**src/rtl/shift_zero_solution_gen.sv**
```systemverilog
// rtl/shift_zero_solution_gen.sv - LFSR rejection-sampling generator of values v with (v << SHIFT) truncated to WIDTH == 0
// Optional statistics counters are enabled by defining SOLGEN_STATS_EN.
module shift_zero_solution_gen #(
    parameter int WIDTH     = 10,
    parameter int SHIFT     = 2,
    parameter int MAX_TRIES = 16
) (
    input  logic             clk,
    input  logic             rst,
    input  logic             seed_load,
    input  logic [15:0]      seed,
    input  logic             gen_req,
    output logic             busy,
    output logic             sol_valid,
    input  logic             sol_ready,
    output logic [WIDTH-1:0] sol_value,
    output logic             sol_forced,
    output logic [7:0]       sol_tries
`ifdef SOLGEN_STATS_EN
    ,
    output logic [15:0]      stat_sol_cnt,
    output logic [15:0]      stat_forced_cnt
`endif
);

    typedef enum logic [1:0] {
        IDLE   = 2'd0,
        SEARCH = 2'd1,
        HOLD   = 2'd2
    } state_t;

    // Bits that must be zero for the shifted value to vanish; empty when SHIFT >= WIDTH.
    localparam int              LOW_BITS = (SHIFT >= WIDTH) ? 0 : (WIDTH - SHIFT);
    localparam logic [WIDTH-1:0] LOW_MASK = ~({WIDTH{1'b1}} << LOW_BITS);
    localparam logic [7:0]      MAX_T    = 8'(MAX_TRIES);
    localparam logic [15:0]     LFSR_TAPS = 16'hB400;

    state_t           state_q, state_d;
    logic [15:0]      lfsr_q, lfsr_d;
    logic [7:0]       tries_q, tries_d;
    logic             busy_q, busy_d;
    logic             sol_valid_q, sol_valid_d;
    logic [WIDTH-1:0] sol_value_q, sol_value_d;
    logic             sol_forced_q, sol_forced_d;
    logic [7:0]       sol_tries_q, sol_tries_d;

    logic [15:0]      lfsr_next;
    logic [WIDTH-1:0] cand;
    logic             cand_pass;
    logic [7:0]       tries_inc;
    logic             handshake;

    always_comb begin
        state_d      = state_q;
        lfsr_d       = lfsr_q;
        tries_d      = tries_q;
        sol_value_d  = sol_value_q;
        sol_forced_d = sol_forced_q;
        sol_tries_d  = sol_tries_q;

        lfsr_next = {1'b0, lfsr_q[15:1]} ^ (lfsr_q[0] ? LFSR_TAPS : 16'h0000);
        cand      = lfsr_q[WIDTH-1:0];
        cand_pass = ((cand & LOW_MASK) == '0);
        tries_inc = tries_q + 8'd1;
        handshake = (state_q == HOLD) && sol_ready;

        case (state_q)
            IDLE: begin
                if (gen_req) begin
                    state_d = SEARCH;
                    tries_d = 8'd0;
                end
            end
            SEARCH: begin
                if (seed_load) begin
                    // Restart the budget; the new seed's first candidate is tested next cycle.
                    tries_d = 8'd0;
                end else begin
                    lfsr_d  = lfsr_next;
                    tries_d = tries_inc;
                    if (cand_pass) begin
                        sol_value_d  = cand;
                        sol_forced_d = 1'b0;
                        sol_tries_d  = tries_inc;
                        state_d      = HOLD;
                    end else if (tries_inc >= MAX_T) begin
                        sol_value_d  = cand & ~LOW_MASK;
                        sol_forced_d = 1'b1;
                        sol_tries_d  = tries_inc;
                        state_d      = HOLD;
                    end
                end
            end
            HOLD: begin
                if (handshake) begin
                    if (gen_req) begin
                        state_d = SEARCH;
                        tries_d = 8'd0;
                    end else begin
                        state_d = IDLE;
                    end
                end
            end
            default: begin
                state_d = IDLE;
            end
        endcase

        if (seed_load) begin
            lfsr_d = (seed == 16'h0000) ? 16'h0001 : seed;
        end

        busy_d      = (state_d == SEARCH);
        sol_valid_d = (state_d == HOLD);
    end

    always_ff @(posedge clk or posedge rst) begin
        if (rst) begin
            state_q      <= IDLE;
            lfsr_q       <= 16'h0001;
            tries_q      <= 8'd0;
            busy_q       <= 1'b0;
            sol_valid_q  <= 1'b0;
            sol_value_q  <= '0;
            sol_forced_q <= 1'b0;
            sol_tries_q  <= 8'd0;
        end else begin
            state_q      <= state_d;
            lfsr_q       <= lfsr_d;
            tries_q      <= tries_d;
            busy_q       <= busy_d;
            sol_valid_q  <= sol_valid_d;
            sol_value_q  <= sol_value_d;
            sol_forced_q <= sol_forced_d;
            sol_tries_q  <= sol_tries_d;
        end
    end

    assign busy       = busy_q;
    assign sol_valid  = sol_valid_q;
    assign sol_value  = sol_value_q;
    assign sol_forced = sol_forced_q;
    assign sol_tries  = sol_tries_q;

`ifdef SOLGEN_STATS_EN
    logic [15:0] sol_cnt_q, sol_cnt_d;
    logic [15:0] forced_cnt_q, forced_cnt_d;

    always_comb begin
        sol_cnt_d    = sol_cnt_q;
        forced_cnt_d = forced_cnt_q;
        if (handshake && (sol_cnt_q != 16'hFFFF)) begin
            sol_cnt_d = sol_cnt_q + 16'd1;
        end
        if (handshake && sol_forced_q && (forced_cnt_q != 16'hFFFF)) begin
            forced_cnt_d = forced_cnt_q + 16'd1;
        end
    end

    always_ff @(posedge clk or posedge rst) begin
        if (rst) begin
            sol_cnt_q    <= 16'd0;
            forced_cnt_q <= 16'd0;
        end else begin
            sol_cnt_q    <= sol_cnt_d;
            forced_cnt_q <= forced_cnt_d;
        end
    end

    assign stat_sol_cnt    = sol_cnt_q;
    assign stat_forced_cnt = forced_cnt_q;
`endif

endmodule

```
**config.mk**
```make
export PLATFORM = sky130hd
export DESIGN_NAME = shift_zero_solution_gen
export DESIGN_NICKNAME = d
export VERILOG_FILES = /design/src/rtl/shift_zero_solution_gen.sv
export SDC_FILE = /design/constraint.sdc
export NUM_CORES = 1
export LEC_CHECK = 0
export ABC_AREA = 1
export CORE_UTILIZATION = 40
export CTS_CLUSTER_SIZE = 12
export DETAILED_ROUTE_END_ITERATION = 16
export DONT_BUFFER_PORTS = 1
export SYNTH_ARGS = -nofsm -noshare
export SYNTH_HDL_FRONTEND = slang
export SYNTH_SLANG_ARGS = --single-unit
export TNS_END_PERCENT = 50
```
**constraint.sdc**
```tcl
create_clock -name clk -period 2.4 [get_ports clk]
set_clock_uncertainty 0.15 [all_clocks]
set_input_delay 0.36 -clock clk [delete_from_list [all_inputs] [get_ports clk]]
set_output_delay 0.36 -clock clk [all_outputs]
set_load 0.05 [all_outputs]
```
Yosys cells after proc, flatten, opt, wreduce, memory -nomap -nowiden
Cells that the tools add are included.
{"block": "totals", "regBits": 47, "out_inout_bits": 21, "word_cells": 47}
{"block": "classes", "addsub": 1, "n_lt_le_gt_ge": 1, "eq_ne": 5, "muxes": 21, "bitwise_logic": 2, "n_reduce_logical": 9}
{"operator": "$mux W16", "count": 4}
{"operator": "$mux W8", "count": 5}
{"operator": "$pmux W8 S3", "count": 1}
{"operator": "$mux W10", "count": 2}
{"operator": "$logic_not A16 Y1", "count": 1}
{"operator": "$xor A15 B16 Y16", "count": 1}
{"operator": "$logic_not A10 Y1", "count": 1}
{"operator": "$mux W2", "count": 5}
{"operator": "$add A8 B1 Y8 const B", "count": 1}
{"operator": "$ge A8 B5 Y1 const B", "count": 1}
{"operator": "$pmux W2 S3", "count": 1}
{"operator": "$eq A2 B1 Y1 const B", "count": 2}
{"operator": "$eq A2 B2 Y1 const B", "count": 2}
{"operator": "$reduce_bool A2 Y1", "count": 2}
{"operator": "$mux W1", "count": 3}
{"operator": "$reduce_and A3 Y1", "count": 1}
{"operator": "$reduce_bool A3 Y1", "count": 1}
{"operator": "$logic_not A2 Y1", "count": 1}
{"operator": "$ne A2 B2 Y1 const B", "count": 1}
{"operator": "$reduce_and A2 Y1", "count": 1}
{"operator": "$logic_and A1 B1 Y1", "count": 1}
{"operator": "$not A1 Y1", "count": 1}

Depth between registers and ports, before layout
Gate-level depths: netlist of the first run.
{"block": "logic_depth", "depth_word": 7, "mapped_depth": 12}

Least setup slack after synthesis of the first run
Ideal clock, no wire load.
{"block": "synth_timing", "path_type": "register to register", "startpoint": "register tries_q[0]", "endpoint": "register sol_value_q[8] (netlist: sol_value[8])", "setup_time_ns": 0.119, "arrival_time_ns": 1.391, "path_slack_ns": 0.740, "stages_incl_launch_ff": 11, "n_path_buf": 1, "path_cell_list": "dfrtp_1 ha_1 nand3_1 nand2_1 nand2_1 nand2_1 nor2_1 nand2_2 buf_6 nand3_1 nand2_1"}
{"block": "synth_via", "elab_chain_cells": 4}
{"element": "from (decl)", "line_no": "40", "text": "logic [7:0] tries_q, tries_d;"}
{"element": "from (signal assigned)", "line_no": "130", "text": "tries_q <= tries_d;"}
{"element": "$add A8 B1 Y8", "line_no": "64", "text": "tries_inc = tries_q + 8'd1;"}
{"element": "$ge A8 B5 Y1", "line_no": "86", "text": "end else if (tries_inc >= MAX_T) begin"}
{"element": "$reduce_bool A2 Y1 (no line)"}
{"element": "$reduce_and A3 Y1 (no line)"}
{"element": "to (signal assigned)", "line_no": "133", "text": "sol_value_q <= sol_value_d;"}
{"element": "to (decl)", "line_no": "43", "text": "logic [WIDTH-1:0] sol_value_q, sol_value_d;"}
No other way between the ends.
A chain may end at the register's enable or synchronous reset.

Final worst setup path of the first run
{"block": "layout_timing", "startpoint": "register tries_q[1]", "endpoint": "register sol_tries_q[6] (netlist: sol_tries[6])"}
{"block": "layout_via", "elab_chain_cells": 4}
{"element": "$add A8 B1 Y8 *", "line_no": "64"}
{"element": "$ge A8 B5 Y1", "line_no": "86"}
{"element": "$reduce_bool A2 Y1 (no line)"}
{"element": "$reduce_and A3 Y1 (no line)"}
{"element": "to (signal assigned)", "line_no": "135", "text": "sol_tries_q <= sol_tries_d;"}
{"element": "to (decl)", "line_no": "45", "text": "logic [7:0] sol_tries_q, sol_tries_d;"}
Mark *: on every way between the ends. The rest lies on a longest branch, timed or not. The select of a mux whose other input is x is not followed.

==> results of run 1 <==
==> where the power goes <==
part	internal, mW	total (mW)	switching [mW]
registers	0.876	0.972	0.0960
logic	0.100	0.270	0.170
clock network	0.314	0.596	0.282
total	1.29	1.84	0.548
==> stage by stage <==
step / utilization [%] / hold WS, ns / cell area (um2) / total power [mW]
6_report: 45.27 / 0.007924 / 2312 / 1.838
5_1_grt: 45.27 / 0.005772 / 2312 / 1.943
4_1_cts: 45.27 / 0.004751 / 2312 / 1.861
3_5_place_dp: 42.63 / 0.2855 / 2177 / 1.259
3_3_place_gp: 42.63 / 0.2850 / 2177 / 1.246
2_1_floorplan: - / 0.3307 / 2135 / 1.192
==> per-layer routing <==
layer | vias to the layer above | GRT usage (%)
li1 | 782 | -
met4 | 0 | 6.289
met1 | 757 | 24.83
met2 | 54 | 26.63
met5 | - | 0
met3 | 7 | 3.213
==> cells in the final DEF, fill, tap and decap left out, types with 2 or more instances in the layout <==
| cell type | synthesis | routed |
|---|---|---|
| a211oi_1 | 2 | 2 |
| a21boi_0 | 5 | 5 |
| a21boi_2 | 3 | 3 |
| a21oi_1 | 9 | 9 |
| a221oi_1 | 3 | 3 |
| buf_4 | 1 | 2 |
| clkbuf_8 | 1 | 5 |
| dfrtp_1 | 46 | 46 |
| dlygate4sd3_1 | 0 | 2 |
| inv_1 | 30 | 29 |
| inv_2 | 1 | 2 |
| nand2_1 | 58 | 58 |
| nand3_1 | 16 | 16 |
| nand4_1 | 3 | 3 |
| nor2_1 | 21 | 20 |
| nor2_2 | 1 | 2 |
| nor3_1 | 2 | 2 |
| o21ai_0 | 8 | 8 |
| o21ai_1 | 2 | 2 |
| o22ai_1 | 9 | 9 |
| xnor2_1 | 4 | 4 |
==> kinds of logic (layout without fill, tap and decap cells) <==
logic type,after synthesis,in the layout,synth area share [%]
and+or+nand+nor,103,103,20.11
DFF,47,47,55.16
AOI/OAI and AO/OA,44,44,13.54
buffers and inverters,40,44,8.557
xor gates and xnor gates,5,5,2.051
adders and majority gates,1,1,0.5861
==> flip-flops by register name, summed over array words and instances (netlist names) <==
name and count:
lfsr_q 16, sol_value 10, sol_tries 8, tries_q 8, state_q 2, busy 1
sol_forced 1, sol_valid 1
==> timing repair <==
item / in CTS / in global routing
gates resized for setup: 0 / 0
hold buffers: 2 / 0
hold endpoints to repair: 54 / 0
==> worst max-delay path: stages, from the launching register on <==
cell and delay, ns:
dfrtp_1 0.42, ha_1 0.23, nand3_1 0.13, nor2_1 0.11, nand2_1 0.05, nand2_1 0.10
nor2_2 0.05, nand2_2 0.26, nand2_4 0.16, nand2_1 0.09, nand2_1 0.06
==> final timing paths <==
| check | to | depth (start not counted) | startpoint |
|---|---|---|---|
| worst max-delay path | sol_tries[6]$_DFFE_PP0P_ | 10 | tries_q[1]$_DFFE_PP0P_ |
| worst min-delay path | lfsr_q[7]$_DFFE_PP0P_ | 1 | seed_load |
| worst max register to register | sol_tries[6]$_DFFE_PP0P_ | 10 | tries_q[1]$_DFFE_PP0P_ |
| worst min register to register | lfsr_q[11]$_DFFE_PP0P_ | 2 | lfsr_q[12]$_DFFE_PP0P_ |
| max in group asynchronous | tries_q[6]$_DFFE_PP0P_ | 3 | rst |
| min in group asynchronous | lfsr_q[14]$_DFFE_PP0P_ | 3 | rst |
==> final cells by class <==
| type | instances | area (um2) |
|---|---|---|
| clock buffer | 5 | 68.82 |
| clock inverter | 3 | 46.29 |
| fill | 512 | 2795 |
| inverter | 32 | 120.1 |
| multi-input combinational | 153 | 777.0 |
| sequential | 47 | 1177 |
| tap | 70 | 87.58 |
| timing repair buffer | 4 | 35.03 |
==> summary.txt, run 1 <==
Placed design
  • Pre-CTS setup slack: 0.4859 ns
  • Port buffer count: 0
  • HPWL Detailed: 3004 um
  • Final Wtd Congestion: 0.8165
  • Placed insts: 304

Clock tree
  • Setup Fix Bufs, Post-CTS: 0
  • CTS Root Cell: clkbuf_8
  • Clock slew at reported path FFs: 0.09 ns
  • CTS tree: yes
  • H-tree levels: 2
  • TritonCTS Sinks: 47
  • Skew-Pair Late Insertion Delay: 0.30 ns
  • Num CTS Buffers: 5
  • Clock buffer depth: 2

Synth
  • Post-synth top area share: 53.93%
  • Area leader, netlist: dfrtp_1
  • Top-count cell post-synth: nand2_1
  • Post-Synthesis Cells: 240
  • Asr flop ratio synth: 100.0%
  • Syn Std Cell Area: 0.002135 mm2
  • Syn nets: 262
  • Syn_area_per_cell: 8.894 um2
  • Register bit total from synthesis: 47
  • Ys Warns: 0
  • Distinct cell type count after synthesis: 32
  • Synth Flop Type: dfrtp_1
  • Commonest cells in the synthesized netlist: nand2_1 (58), dfrtp_1 (46), inv_1 (30), nor2_1 (21), nand3_1 (16)
  • Top post-synthesis cells by area: dfrtp_1 (54%), nand2_1 (10%), inv_1 (5.3%)
  • Number of synthesized flops with an enable pin: 0
  • Seq/Total Area, Yosys: 55.16%

STA
  • Period utilisation layout: 80.19%
  • Final Hold Vio Count: 0
  • Setup TNS: 0 ns
  • Fmax: 519.6 MHz
  • Worst Slack Setup Final: 0.4754 ns
  • # setup viols final: 0
  • RSZ-0062 raised after global routing: false
  • Minimum clock period: 1.925 ns
  • Relative slew slack: 60.63%
  • Worst-Margin Slew: 0.5906 ns
  • Final Max Slew Viols: 0

Route
  • Total iterations of the first detailed-routing run: 4
  • Routed vias/inst: 5.096
  • Drt initial violations: 53
  • Wire per inst: 13.61 um
  • DR vias: 1600
  • Uppermost routed layer: met4
  • DRT antenna net count: 0
  • Met3 WL: 260 um
  • Met1 Wirelength: 2109 um
  • Routed length on met2: 1839 um
  • # DRC: 0
  • Routed WL: 4274 um

Die
  • I/O pins: 42
  • Initial Utilization: 41.79%
  • Width of the die: 75.05 um
  • DIE AREA: 0.005633 mm2
  • Row cnt: 26
  • Chip height: 75.05 um
  • Core Footprint: 0.005107 mm2

Global route
  • Largest net degree at the start of global routing: 48
  • Vias in the first global route: 1600
  • GR Util All Layers: 17.44%
  • Initial antenna violation count: 0
  • GRT overflow: 0
  • First-pass GRT wire length: 7431 um

Worst setup path
  • Setup CP Type: reg2reg
  • Critical Path End Type: flop
  • Startpoint class of the critical path: flop
  • Crit path DAT: 1.97 ns
  • Reg2reg setup slack: 0.48 ns
  • Crit-path max FO: 17
  • Required time worst endpoint: 2.45 ns

Layout
  • Synthesis-to-finish area growth: 8.324%
  • Final nets: 265
  • Share of layout cells above drive strength 1: 8.197%
  • Finished Layout Cells: 314
  • ANT cells: 0

Power
  • LEAKAGE: 1.160 nW
  • Power Density: 794.9 mW/mm2
  • Worst VDD drop: 0.0003466 V

Outcome
  • Status: finished, final reports clean

Worst hold path
  • Hold WC Path Type: in2reg

Job
  • Max-cap check violation count: 0
(Power assumes the default switching activity.)
==> inputs of run 2 (changes only) <==
==> constraint.sdc (replaced) <==
create_clock -name clk -period 1.95 [get_ports clk]
set_clock_uncertainty 0.15 [all_clocks]
set_input_delay 0.2925 -clock clk [delete_from_list [all_inputs] [get_ports clk]]
set_output_delay 0.2925 -clock clk [all_outputs]
set_load 0.05 [all_outputs]
==> summary.txt, run 2 (same netlist as run 1, synthesis figures left out) <==
Outcome
  • Status: finished, final reports clean

Worst setup path
  • Worst Setup EP: sol_tries[1]$_DFFE_PP0P_
  • Crit-path max FO: 17 (unchanged)
  • CP Launch Point: tries_q[0]$_DFFE_PP0P_
  • Cell family with most CP delay: simple AND/OR/NAND/NOR gates
  • Critical path's most frequent cell: nand2_1
  • Crit path DAT: 1.93 ns (-0.04 ns)
  • Reg2reg setup slack: 0.12 ns (-0.36 ns)
  • Startpoint class of the critical path: flop
  • R2R Path End: sol_tries[1]$_DFFE_PP0P_
  • Required time worst endpoint: 2.04 ns (-0.41 ns)
  • Max stage delay on crit path: 0.40 ns (-0.02 ns)
  • Critical Path Slowest Stage Cell: dfrtp_1
  • Critical Path End Type: flop
  • Crit-path cells: ha_1, nand3_1, nand2_1, nand2_1, nand2_1, nor2_1, nand2_4, nand2_8, nand2_1, nand2_1
  • Number of cells on the critical path: 10 (unchanged)
  • Setup CP Type: reg2reg
  • R2r startpoint: tries_q[0]$_DFFE_PP0P_
  • R2R cell count: 10 (unchanged)
  • Buffers plus inverters on the worst setup path: 0 (unchanged)

Clock tree
  • Setup Fix Bufs, Post-CTS: 0 (unchanged)
  • CTS Root Cell: clkbuf_8
  • Skew-Pair Late Insertion Delay: 0.30 ns (about the same)
  • Clock slew at reported path FFs: 0.09 ns (about the same)
  • Num CTS Buffers: 5 (unchanged)
  • Clock buffer depth: 2 (unchanged)
  • CTS tree: yes
  • H-tree levels: 2 (unchanged)
  • TritonCTS Sinks: 47 (unchanged)

STA
  • Minimum clock period: 1.834 ns (-0.09060 ns)
  • Final Hold Vio Count: 0 (unchanged)
  • # setup viols final: 0 (unchanged)
  • Relative slew slack: 67.19% (+6.6 points)
  • Worst-Margin Slew: 0.4921 ns (-0.09847 ns)
  • Period utilisation layout: 94.05% (+14 points)
  • Fmax: 545.2 MHz (+4.9%)
  • Final Max Slew Viols: 0 (unchanged)

Route
  • Total iterations of the first detailed-routing run: 4 (unchanged)
  • DR vias: 1630 (+1.9%)
  • Routed WL: 4359 um (+2.0%)
  • DRT antenna net count: 0 (unchanged)
  • Drt initial violations: 65 (+23%)
  • Wire per inst: 13.50 um (-0.85%)
  • # DRC: 0 (unchanged)
  • Routed vias/inst: 5.046 (-0.96%)

Global route
  • GRT overflow: 0 (unchanged)
  • Initial antenna violation count: 0 (unchanged)
  • GR Util All Layers: 17.46% (about the same)
  • Largest net degree at the start of global routing: 28 (-42%)
  • First-pass GRT wire length: 7320 um (-1.5%)
  • Vias in the first global route: 1616 (+1.0%)

Layout
  • ANT cells: 0 (unchanged)
  • Reg with most FFs: lfsr_q
  • Synthesis-to-finish area growth: 14.19%
  • Final instance area: 0.002437 mm2 (+5.4%)
  • Share of layout cells above drive strength 1: 9.486% (+1.3 points)
  • Final nets: 274 (+3.4%)
  • Finished Layout Cells: 323 (+2.9%)
  • Most common cell after layout, fill and taps aside: nand2_1
  • Filler cell count: 522 (+2.0%)
  • Commonest cells after routing, fill and taps aside: nand2_1 (58), dfrtp_1 (46), inv_1 (29)
  • Number of flip-flops under the largest register name: 16 (unchanged)

Power
  • Worst VDD drop: 0.0006822 V (+97%)
  • LEAKAGE: 1.209 nW (+4.2%)
  • Power Density: 955.0 mW/mm2 (+20%)

Placed design
  • Final Wtd Congestion: 0.8708 (+6.7%)
  • HPWL Detailed: 3109 um (+3.5%)
  • Post-DP Area: 0.002232 mm2 (+2.5%)
  • Port buffer count: 0 (unchanged)
  • Placed insts: 308 (+1.3%)

Job
  • Max-cap check violation count: 0 (unchanged)

Die
  • Initial Utilization: 41.79% (unchanged)
  • DIE AREA: 0.005633 mm2 (unchanged)
  • Core Footprint: 0.005107 mm2 (unchanged)
  • I/O pins: 42 (unchanged)
  • Width of the die: 75.05 um (unchanged)
  • Chip height: 75.05 um (unchanged)
  • Row cnt: 26 (unchanged)

Worst hold path
  • Hold WC Path Type: in2reg
[run 2: metrics by stage]
step / setup TNS [ns] / total power [mW] / hold slack, ns / setup slack, ns / utilization [%]
final: 0 / 2.328 / 0.006398 / 0.1160 / 47.72
after global routing: -0.1206 / 2.449 / 0.01058 / -0.02328 / 47.72
after CTS: 0 / 2.340 / 0.003343 / 0.04236 / 47.45
after detailed placement: 0 / 1.571 / 0.07733 / 0.05644 / 43.70
after global placement: 0 / 1.564 / 0.07019 / 0.1010 / 43.70
after floorplan: 0 / 1.467 / 0.2910 / 0.2898 / -
[run 2: per-layer routing]
metal	up-vias	track usage [%]	wire length, um
li1	802	-	-
met1	773	23.23	2181
met2	49	28.13	1874
met3	6	4.552	257
met4	0	5.031	45
met5	-	0	0
[run 2: timing repair]
item,in CTS,in global routing
endpoints found under the hold margin,28,0
gates resized for setup,0,2
endpoints found under the setup margin,0,19
hold buffers,7,0
[run 2: worst min path at each step]
stage | startpoint | end | slack (ns) | cells after the start
4_1_cts | seed[11] | lfsr_q[11]$_DFFE_PP0P_ | 0.003 | 2
3_5_place_dp | rst | lfsr_q[14]$_DFFE_PP0P_ | 0.08 | 1
5_1_grt | seed[12] | lfsr_q[12]$_DFFE_PP0P_ | 0.01 | 2
3_3_place_gp | rst | lfsr_q[14]$_DFFE_PP0P_ | 0.07 | 1
6_report | seed[11] | lfsr_q[11]$_DFFE_PP0P_ | 0.006 | 2
2_1_floorplan | seed[4] | lfsr_q[4]$_DFFE_PP0P_ | 0.29 | 2
[run 2: power breakdown]
group          internal (mW)  total, mW  leakage, nW  switching, mW
Clock                  0.422      0.758       0.0618          0.336
Combinational          0.154      0.382        0.547          0.229
Sequential              1.08       1.19        0.600          0.110
[run 2: cell type report]
| cell class | count | area (um2) | area share, % |
|---|---|---|---|
| flip-flops and latches | 47 | 1177 | 48.31 |
| inverters | 32 | 120.1 | 4.928 |
| multi-input cells | 153 | 790.8 | 32.44 |
| clock buffers | 6 | 82.58 | 3.388 |
| well taps | 70 | 87.58 | 3.593 |
| clock inverters | 2 | 38.79 | 1.591 |
| repair buffers | 13 | 140.1 | 5.749 |
